### src/rtl/compressor_pwm_if.sv
// Bundle between the thermal PID loop and the compressor PWM driver.
// The master supplies demand and enable; the slave reports the drive state.
interface compressor_pwm_if;
    logic               enable;
    logic signed [15:0] pid_out;
    logic               pid_valid;
    logic               comp_on;
    logic [7:0]         duty;
    logic [1:0]         state;

    modport master (
        output enable, pid_out, pid_valid,
        input  comp_on, duty, state
    );

    modport slave (
        input  enable, pid_out, pid_valid,
        output comp_on, duty, state
    );
endinterface

### src/rtl/compressor_pwm_driver.sv
// Compressor PWM driver: converts cooling demand to a duty cycle and drives the
// compressor through a min-on / min-off protection state machine.
//
// state    | meaning
// ---------+----------------------------------------------------------
// IDLE_OFF | compressor off, waiting for a PWM request
// MIN_ON   | compressor on, min-on timer running, request ignored
// RUN_ON   | compressor on, follows the PWM request
// MIN_OFF  | compressor off, min-off timer running, request ignored
module compressor_pwm_driver #(
    parameter int unsigned PRESCALE    = 4,
    parameter int unsigned MIN_ON_CYC  = 16,
    parameter int unsigned MIN_OFF_CYC = 32
) (
    input logic             clk,
    input logic             rst,
    compressor_pwm_if.slave bus
);
    localparam int unsigned     PRE_W        = (PRESCALE > 1) ? $clog2(PRESCALE) : 1;
    localparam logic [PRE_W-1:0] PRE_LAST    = PRE_W'(PRESCALE - 1);
    localparam logic [15:0]     MIN_ON_LOAD  = 16'(MIN_ON_CYC - 1);
    localparam logic [15:0]     MIN_OFF_LOAD = 16'(MIN_OFF_CYC - 1);

    typedef enum logic [1:0] {
        IDLE_OFF = 2'd0,
        MIN_ON   = 2'd1,
        RUN_ON   = 2'd2,
        MIN_OFF  = 2'd3
    } state_t;

    logic [PRE_W-1:0] pre_cnt;
    logic [7:0]       tick_cnt;
    logic [7:0]       duty_pend;
    logic [7:0]       duty_active;
    logic [15:0]      timer;
    state_t           state_r;
    logic             comp_on_r;

    logic [16:0] pid_ext;
    logic [16:0] pid_mag;
    logic [16:0] mag_shr;
    logic [7:0]  duty_calc;
    logic        pre_wrap;
    logic        period_end;
    logic        pwm_req;
    logic        timer_tc;

    // 17-bit magnitude so that -32768 does not overflow before saturation.
    always_comb begin
        pid_ext   = {bus.pid_out[15], bus.pid_out};
        pid_mag   = -pid_ext;
        mag_shr   = pid_mag >> 3;
        duty_calc = 8'd0;
        if (bus.pid_out[15]) begin
            duty_calc = (mag_shr > 17'd255) ? 8'hFF : mag_shr[7:0];
        end
    end

    assign pre_wrap   = (pre_cnt == PRE_LAST);
    assign period_end = pre_wrap && (tick_cnt == 8'hFF);
    assign pwm_req    = bus.enable && (tick_cnt < duty_active);
    assign timer_tc   = (timer == 16'd0);

    always_ff @(posedge clk) begin
        if (rst) begin
            pre_cnt     <= '0;
            tick_cnt    <= 8'd0;
            duty_pend   <= 8'd0;
            duty_active <= 8'd0;
        end else begin
            if (pre_wrap) begin
                pre_cnt  <= '0;
                tick_cnt <= tick_cnt + 8'd1;
            end else begin
                pre_cnt <= pre_cnt + 1'b1;
            end
            // duty_active samples the old duty_pend, so a strobe in the
            // boundary cycle lands one period later.
            if (period_end) begin
                duty_active <= duty_pend;
            end
            if (bus.pid_valid) begin
                duty_pend <= duty_calc;
            end
        end
    end

    always_ff @(posedge clk) begin
        if (rst) begin
            state_r   <= IDLE_OFF;
            timer     <= 16'd0;
            comp_on_r <= 1'b0;
        end else begin
            case (state_r)
                IDLE_OFF: begin
                    if (pwm_req) begin
                        state_r   <= MIN_ON;
                        timer     <= MIN_ON_LOAD;
                        comp_on_r <= 1'b1;
                    end
                end
                MIN_ON: begin
                    if (timer_tc) begin
                        state_r <= RUN_ON;
                    end else begin
                        timer <= timer - 16'd1;
                    end
                end
                RUN_ON: begin
                    if (!pwm_req) begin
                        state_r   <= MIN_OFF;
                        timer     <= MIN_OFF_LOAD;
                        comp_on_r <= 1'b0;
                    end
                end
                MIN_OFF: begin
                    if (timer_tc) begin
                        state_r <= IDLE_OFF;
                    end else begin
                        timer <= timer - 16'd1;
                    end
                end
                default: begin
                    state_r   <= IDLE_OFF;
                    timer     <= 16'd0;
                    comp_on_r <= 1'b0;
                end
            endcase
        end
    end

    assign bus.comp_on = comp_on_r;
    assign bus.duty    = duty_active;
    assign bus.state   = state_r;
endmodule

### src/flat_wrapper.sv
// flat-port wrapper written by rule: the top's interface ports become plain ports
module compressor_pwm_driver_flat 
#(
    parameter int unsigned PRESCALE    = 4,
    parameter int unsigned MIN_ON_CYC  = 16,
    parameter int unsigned MIN_OFF_CYC = 32
)
  (clk, rst, bus_enable, bus_pid_out, bus_pid_valid, bus_comp_on, bus_duty, bus_state);
  compressor_pwm_if bus_i ();
  input logic clk;
  input logic rst;
  input wire logic [$bits(bus_i.enable)-1:0] bus_enable;
  input wire logic [$bits(bus_i.pid_out)-1:0] bus_pid_out;
  input wire logic [$bits(bus_i.pid_valid)-1:0] bus_pid_valid;
  output wire logic [$bits(bus_i.comp_on)-1:0] bus_comp_on;
  output wire logic [$bits(bus_i.duty)-1:0] bus_duty;
  output wire logic [$bits(bus_i.state)-1:0] bus_state;
  assign bus_i.enable = bus_enable;
  assign bus_i.pid_out = bus_pid_out;
  assign bus_i.pid_valid = bus_pid_valid;
  assign bus_comp_on = bus_i.comp_on;
  assign bus_duty = bus_i.duty;
  assign bus_state = bus_i.state;
  compressor_pwm_driver #(.PRESCALE(PRESCALE), .MIN_ON_CYC(MIN_ON_CYC), .MIN_OFF_CYC(MIN_OFF_CYC)) u_core (.clk(clk), .rst(rst), .bus(bus_i));
endmodule
### config.mk
export PLATFORM = sky130hd
export DESIGN_NAME = compressor_pwm_driver_flat
export DESIGN_NICKNAME = d
export VERILOG_FILES = /design/src/rtl/compressor_pwm_if.sv /design/src/rtl/compressor_pwm_driver.sv /design/src/flat_wrapper.sv
export SDC_FILE = /design/constraint.sdc
export NUM_CORES = 1
export LEC_CHECK = 0
export ABC_AREA = 1
export BUFFER_PORTS_ARGS = -buffer_cell sky130_fd_sc_hd__buf_2
export CAP_MARGIN = 0
export CELL_PAD_IN_SITES_DETAIL_PLACEMENT = 1
export CELL_PAD_IN_SITES_GLOBAL_PLACEMENT = 1
export CORE_MARGIN = 4
export CORE_UTILIZATION = 43
export CTS_BUF_LIST = sky130_fd_sc_hd__clkbuf_8
export DETAILED_ROUTE_END_ITERATION = 10
export GPL_ROUTABILITY_DRIVEN = 0
export GPL_TIMING_DRIVEN = 1
export PLACE_DENSITY = 0.89
export SLEW_MARGIN = 40
export SYNTH_ARGS = -nofsm -noshare
export SYNTH_HDL_FRONTEND = slang
export SYNTH_SLANG_ARGS = --single-unit
export TNS_END_PERCENT = 20
### constraint.sdc
create_clock -name clk -period 2.4 [get_ports clk]
set_input_delay 0 -clock clk [delete_from_list [all_inputs] [get_ports clk]]
set_output_delay 0 -clock clk [all_outputs]
set_load 0.05 [all_outputs]
# ---- Word-level counts from Yosys, hierarchy flattened
# Index checks and enable logic that the tools add are counted.
dict set report totals {
  mem_count 0
  register_bits 45
  rom_bits 0
  ramBits 0
  input_bits 20
  latch_bits 0
}
dict set report classes {
  n_reduce_logical 10
  n_shift 0
  bitwise 0
  eq_ne 10
  div_mod_pow 0
  muxes 14
  add_sub_neg 4
  multipliers 0
  order_cmp 2
}
# operator n
set ops {}
lappend ops {{16-bit 2-to-1 mux} 3}
lappend ops {{16-bit case mux with 3 select lines} 1}
lappend ops {{17-bit negation} 1}
lappend ops {{16-bit logical NOT} 1}
lappend ops {{8-bit 2-to-1 mux} 2}
lappend ops {{16-bit by 1-bit subtractor with 16-bit output, second input constant} 1}
lappend ops {{14-bit by 8-bit greater-than comparator with 1-bit output, second input constant} 1}
lappend ops {{8-bit by 1-bit adder with 8-bit output, second input constant} 1}
lappend ops {{8-bit equality test, second input constant} 1}
lappend ops {{8-bit < comparator} 1}
lappend ops {{2-bit 2-to-1 mux} 4}
lappend ops {{2-bit case mux with 4 select lines} 1}
lappend ops {{2-bit equality test, second input constant} 3}
lappend ops {{2-bit by 1-bit != test with 1-bit output, second input constant} 3}
lappend ops {{3-bit AND reduction} 2}
lappend ops {{2-bit != test, second input constant} 2}
lappend ops {{4-bit AND reduction} 1}
lappend ops {{2-bit OR reduction} 2}
lappend ops {{2-bit by 1-bit adder with 2-bit output, second input constant} 1}
lappend ops {{2-bit by 1-bit equality test with 1-bit output, second input constant} 1}
lappend ops {{1-bit logical AND} 2}
lappend ops {{2-bit logical NOT} 1}
lappend ops {{1-bit 2-to-1 mux} 2}
lappend ops {{1-bit case mux with 2 select lines} 1}
lappend ops {{2-bit nonzero test} 1}

# ---- Logic depth before layout (Yosys ltp)
# Gate-level depths: netlist of the first run.
dict set report logic_depth {
  depth_word 4
  depth_mapped 14
  depth_no_buf 14
}

# ---- Worst setup path before layout of the first run
# OpenSTA, ideal clock, no wires.
dict set report synth_path {
  path_type {register to register}
  startpoint {reg u_core.state_r[1] (netlist: u_core.bus.state[1])}
  endpoint {reg u_core.timer[10]}
  stages_incl_launch_ff 9
  arrival_ps 2157
  required_ps 2329
  period_less_slack_ps 2228
  setup_ps 71
  setup_slack_ps 172
  cell_sequence {dfxtp_1 > inv_1 > ha_1 > nor2_1 > clkinv_1 > nand2_4 > buf_1 > nand3_1 > a21oi_1}
}
dict set report synth_between {
  elab_chain_cells 4
  word_cells_on_any_way 10
  cone_classes {eq/ne (6); mux (1); reduce/logical (3)}
}
# element line_no
set synth_lines {}
lappend synth_lines {{start: declaration} compressor_pwm_driver.sv:36} ;# state_t state_r;
lappend synth_lines {{start signal: assignment} compressor_pwm_driver.sv:90} ;# state_r <= IDLE_OFF;
lappend synth_lines {{start signal: assignment} compressor_pwm_driver.sv:97} ;# state_r <= MIN_ON;
lappend synth_lines {{start signal: assignment} compressor_pwm_driver.sv:104} ;# state_r <= RUN_ON;
lappend synth_lines {{2-bit by 1-bit equality test with 1-bit output or 2-bit equality test (tied branches)} compressor_pwm_driver.sv:94} ;# case (state_r)
lappend synth_lines {{2-bit OR reduction (no line)} n/a}
lappend synth_lines {{2-bit != test (no line)} n/a}
lappend synth_lines {{3-bit AND reduction (no line)} n/a}
lappend synth_lines {{end signal: assignment} compressor_pwm_driver.sv:106} ;# timer <= timer - 16'd1;
lappend synth_lines {{end signal: assignment} compressor_pwm_driver.sv:120} ;# timer <= timer - 16'd1;
lappend synth_lines {{end: declaration} compressor_pwm_driver.sv:35} ;# logic [15:0] timer;
# Parallel ways exist; a longest one is shown, timed or not.
# A chain may end at the register's enable or synchronous reset.

# ---- Final worst setup path of the first run
dict set report layout_path {
  startpoint {reg u_core.state_r[1] (netlist: u_core.bus.state[1])}
  endpoint {reg u_core.timer[5]}
}
# The elaborated chain is that of the path after synthesis.

==> results of run 1 <==
per-layer routing:
layer	vias to the layer above	global-route usage, %
met5	-	0
met4	0	5.277
met3	6	2.765
met2	21	37.79
met1	1363	25.45
li1	1509	-
per-stage QoR:
| stage | area [um2] | setup WS (ps) | util, % |
|---|---|---|---|
| 2_1_floorplan | 2821 | 171.8 | - |
| 3_3_place_gp | 3024 | 404.7 | 47.63 |
| 3_5_place_dp | 3024 | 279.7 | 47.63 |
| 4_1_cts | 3107 | 251.3 | 48.93 |
| 5_1_grt | 3107 | 11.26 | 48.93 |
| 6_report | 3107 | 263.1 | 48.93 |
registers in the layout, indices dropped and copies added, names as in the netlist:
register and flops:
u_core.timer 16, u_core.bus.duty 8, u_core.duty_pend 8, u_core.tick_cnt 8
u_core.bus.state 2, u_core.pre_cnt 2, u_core.bus.comp_on 1
worst max-delay path: cells and delay by family, from the launching register on:
kind,cells,cell delay [ps]
simple gates,4,870
fa+ha+maj,1,190
compound gates,1,60
buf+inv,2,460
flops,1,420
area by class of cell:
cell class                      count  area [um2]
Clock buffer                        5       68.82
Inverter                           46       172.7
Multi-Input combinational cell    347        1697
Fill cell                         895        3243
Tap cell                           77       96.34
Sequential cell                    45       900.9
Clock inverter                      3       13.76
Timing Repair Buffer               31       157.7
final timing paths:
check	endpoint	slack (ps)	cells after the start
hold reg to reg	u_core.pre_cnt[0]	440	1
setup / recovery	u_core.timer[5]	260	8
hold / removal	u_core.duty_pend[7]	110	4
setup reg to reg	u_core.timer[5]	260	8
cells by family after synthesis:
group	count (synthesis)	synth area share, %
AO/OA/AOI/OAI	57	10.38
XOR/XNOR	3	0.9314
adder cells (fa/ha/maj)	15	6.652
buffers and inverters	56	7.937
flip-flops	45	31.93
AND/OR/NAND/NOR	272	42.17
power by group:
| part | internal [mW] | total, mW | leakage [nW] | switching, mW |
|---|---|---|---|---|
| combinational | 0.418 | 1.28 | 1.00 | 0.857 |
| clock | 0.198 | 0.449 | 0.0491 | 0.251 |
| sequential | 0.822 | 0.905 | 0.366 | 0.0832 |
cells in the final DEF, fill, tap and decap left out, drive strengths merged:
cell    synthesis  routed
nand2         120     120
nor2           70      70
nand3          58      58
inv            45      46
dfxtp          45      45
a21oi          35      35
buf             4      31
o21ai          20      20
ha             15      15
nor3           14      14
clkbuf          6       5
nand4           3       3
or2             3       3
xnor2           3       3
clkinv          1       3
nand3b          2       2
nor3b           2       2
o21bai          1       1
a31oi           1       1
==> impl_metrics.yaml, run 1 <==
outcome:
  outcome: "complete, no violations"
clock_network:
  cts_resized: 0
  post_cts_buffers: 0
  cts_tree: "yes"
  clk_path_buf_depth: 2
  clk_pin_slew_ps: 90
  cts-buffers-inserted: 5
  htreeDepth: 2
  ctsRootBufferMaster: "clkbuf_8"
  hold_buffers: 0
  clock_latency_ps: 300
  cts_sinks: 45
floorplan:
  placementRows: 29
  fp.dieH_um: 89.01
  io_pins: 31
  die_area_um2: 7922
  start_util_pct: 44.43
  coreArea_um2: 6350
  fp.dieW_um: 89.01
timing:
  setup_tns_ps: 0
  rsz0062_at_grt: "false"
  fin_worst_skew_ps: 9.581
  max_freq_mhz: 468.0
  layout_worst_path_cycle_share_pct: 89.04
  setup_viol: 0
  slew_headroom_pct: 60.95
  final-hold-violation-count: 0
  report.final.slew_viol_count: 0
  min_period_ps: 2137
  hold_ws_ps: 107.0
  worst_pin_slew_ps: 585.8
logic_synthesis:
  synth_top_area_cell: "dfxtp_1"
  syn_inst: 448
  yosysWarnings: 0
  ys_ff_latch: 45
  synth-edff-count: 0
  syn_nets: 483
  synth_area_leaders: "dfxtp_1 32%, nand2_1 16%, nand3_1 10%"
  synthFlopType: "dfxtp_1"
  synth_cell_type_count: 27
  synthTopCellsByCount: "119 x nand2_1, 63 x nor2_1, 57 x nand3_1"
  synth_top_area_share_pct: 31.93
  synth_most_common_cell: "nand2_1"
  synth_area_um2: 2821
  async_flop_share_pct: 0
  syn_avg_cell_area_um2: 6.298
  yosysSeqAreaShare_pct: 31.93
setup_path:
  cp_slowest_cell: "dfxtp_1"
  r2r_start: "u_core.bus.state[1]"
  crit_arrival_ps: 2300
  crit_start: "u_core.bus.state[1]"
  crit_path_cell_trace: "inv_1 -> ha_1 -> nor2_1 -> clkinv_1 -> nand2_4 -> nand3_4 -> nand2_1 -> a21oi_2"
  crit_path_end_kind: "register"
  crit_required_ps: 2560
  start_kind: "register"
  max_stage_delay_ps: 420
  crit_type: "reg2reg"
  crit_path_max_fanout: 17
finish:
  diodes: 0
  drive_gt1_share_pct: 10.90
  nets: 511
  finalNonFillerCells: 554
  syn_to_final_growth_pct: 10.11
grt:
  grt_pass1_vias: 2861
  grt_max_degree: 31
  overflow: 0
  grt_use_total_pct: 20.65
  grt_pass1_wl_mm: 13.08
  antenna_found_initial: 0
placed_design:
  dp_cells: 546
  place_hpwl_mm: 5.953
  port-buffer-count: 30
run:
  cap_violations: 0
hold_path:
  min_from: "bus_pid_valid"
  worstHoldPathType: "in2reg"
detailed_routing:
  m1WireLength_mm: 3.512
  viasPerCell: 5.233
  post_drt_wl_per_cell_um: 13.63
  wl_met2_mm: 3.827
  drc: 0
  firstDrtPassIters: 4
  drt-total-wl_mm: 7.553
  drtAntennaViolNets: 0
  drt_iter0_markers: 72
  top_layer: "met4"
  routed-wl-met3_um: 126
  via_count: 2899
pwr:
  power_density_nw_per_um2: 846.4
  p_leak_nw: 1.420
  total_power_mw: 2.629
  ir_drop_v: 0.0004767
(Power assumes the default switching activity.)
==> run 2: changes to the inputs <==
CORE_UTILIZATION = 38   (was 43)
PLACE_DENSITY = 0.83   (was 0.89)
clock period = 1.9 ns   (was 2.4 ns; I/O delays follow)
==> run 2 against run 1 <==
Worst hold slack got worse by 28 ps. Clock power increased by 47%. Fmax increased by 13%. Critical path type unchanged.
==> impl_metrics.yaml, run 2 (synthesis results as in run 1) <==
pwr:
  ir_drop_v: 0.0004979
  p_leak_nw: 1.545
  power_density_nw_per_um2: 1133
timing:
  rsz0062_at_grt: "true"
  final-hold-violation-count: 0
  worst_slack_ps: 9.654
  worst_pin_slew_ps: 457.2
  min_period_ps: 1890
  max_freq_mhz: 529.0
  fin_worst_skew_ps: 5.974
  layout_worst_path_cycle_share_pct: 99.49
  setup_tns_ps: 0
  setup_viol: 0
  slew_headroom_pct: 69.49
  report.final.slew_viol_count: 0
setup_path:
  crit_type: "reg2reg"
  cp_slowest_cell: "dfxtp_2"
  start_kind: "register"
  r2r_start: "u_core.bus.duty[6]"
  crit_start: "u_core.bus.duty[6]"
  max_stage_delay_ps: 360
  crit_top_cell: "inv_1"
  crit_buf_inv: 3
  crit_arrival_ps: 2130
  crit_family: "simple AND/OR/NAND/NOR gates"
  crit_path_end_kind: "register"
  crit_path_cell_trace: "inv_1 -> ha_1 -> nand2_2 -> inv_1 -> a21oi_4 -> nand3_2 -> nand2_4 -> clkbuf_16 -> nand3_4 -> a21oi_1"
  crit_path_max_fanout: 5
  crit_required_ps: 2140
finish:
  diodes: 0
  nets: 527
  fin_util_pct: 48.73
  syn_to_final_growth_pct: 25.28
  largest-register: "u_core.timer"
  drive_gt1_share_pct: 23.94
  finalNonFillerCells: 592
  layout_common_cells: "109 x nand2_1, 57 x nor2_1, 45 x nand3_1, 44 x inv_1, 35 x dfxtp_1"
  regArea_um2: 915.9
  mostFrequentLayoutCell: "nand2_1"
  n_fill_cell: 984
  multiInputGateArea_um2: 1913
  largest_reg_flops: 16
grt:
  antenna_found_initial: 0
  overflow: 0
  grt_pass1_vias: 3096
  grt_max_degree: 30
  grt_pass1_wl_mm: 14.14
  grt_use_total_pct: 19.77
clock_network:
  clk_pin_slew_ps: 90
  cts-buffers-inserted: 5
  cts_sinks: 45
  cts_tree: "yes"
  hold_buffers: 0
  clk_path_buf_depth: 2
  clock_latency_ps: 310
  htreeDepth: 2
  ctsRootBufferMaster: "clkbuf_8"
placed_design:
  place_hpwl_mm: 6.136
  dp_cells: 579
  port-buffer-count: 30
  pre_cts_ws_ps: 1.112
detailed_routing:
  drt_iter0_markers: 93
  drt-total-wl_mm: 8.852
  drc: 0
  post_drt_wl_per_cell_um: 14.95
  via_count: 3057
  viasPerCell: 5.164
  drtAntennaViolNets: 0
  firstDrtPassIters: 4
outcome:
  outcome: "complete, no violations"
floorplan:
  io_pins: 31
  coreArea_um2: 7253
  fp.dieW_um: 94.17
  fp.dieH_um: 94.17
  placementRows: 31
  start_util_pct: 38.90
  die_area_um2: 8867
hold_path:
  worstHoldPathType: "in2reg"
  min_from: "bus_pid_valid"
run:
  cap_violations: 0
-- run 2: where the power goes --
group / internal [mW] / leakage, nW / switching (mW)
Combinational: 0.801 / 1.12 / 1.40
Clock: 0.302 / 0.0518 / 0.359
Sequential: 1.04 / 0.371 / 0.107
-- run 2: worst paths after layout --
check	depth (start not counted)	to	slack [ps]
min	4	u_core.duty_pend[0]	80
max	10	u_core.timer[9]	10
min reg2reg	1	u_core.pre_cnt[0]	470
max reg2reg	10	u_core.timer[9]	10
-- run 2: stage by stage --
stage / power, mW / instance area, um2 / hold slack (ps)
floorplan: 2.430 / 2843 / 201.8
global placement: 2.888 / 3164 / 411.0
detailed placement: 2.986 / 3164 / 418.0
CTS: 3.656 / 3268 / 81.81
global route: 4.284 / 3535 / 118.4
finish: 4.005 / 3535 / 79.30
-- run 2: repair_timing --
| action | in CTS | in global routing |
|---|---|---|
| gates resized for setup | 1 | 49 |
| setup buffers | 0 | 3 |
| endpoints found under the setup margin | 8 | 27 |
| cloned | 0 | 2 |
| pin swaps | 0 | 11 |
-- run 2: layout make-up --
type	instances	share of cell area, %
multi-input combinational	348	54.12
sequential	45	25.91
timing repair buffer	46	8.708
inverter	46	4.920
tap	99	3.504
clock buffer	6	2.336
clock inverter	2	0.4956
-- run 2: worst min-delay path, delay by kind of cell --
family / cells / cell delay, ps
AND/OR/NAND/NOR: 1 / 90
AO/OA/AOI/OAI: 1 / 50
buffers and inverters: 2 / 200
-- run 2: routing by layer --
metal  part of all wire (%)  global-route usage, %  vias up  wire [um]
met4                    1.3                  5.295        0        115
li1                       -                      -     1542          -
met3                    3.9                  3.045        9        341
met1                     42                  24.91     1462       3736
met5                      0                      0        -          0
met2                     53                  34.81       44       4659
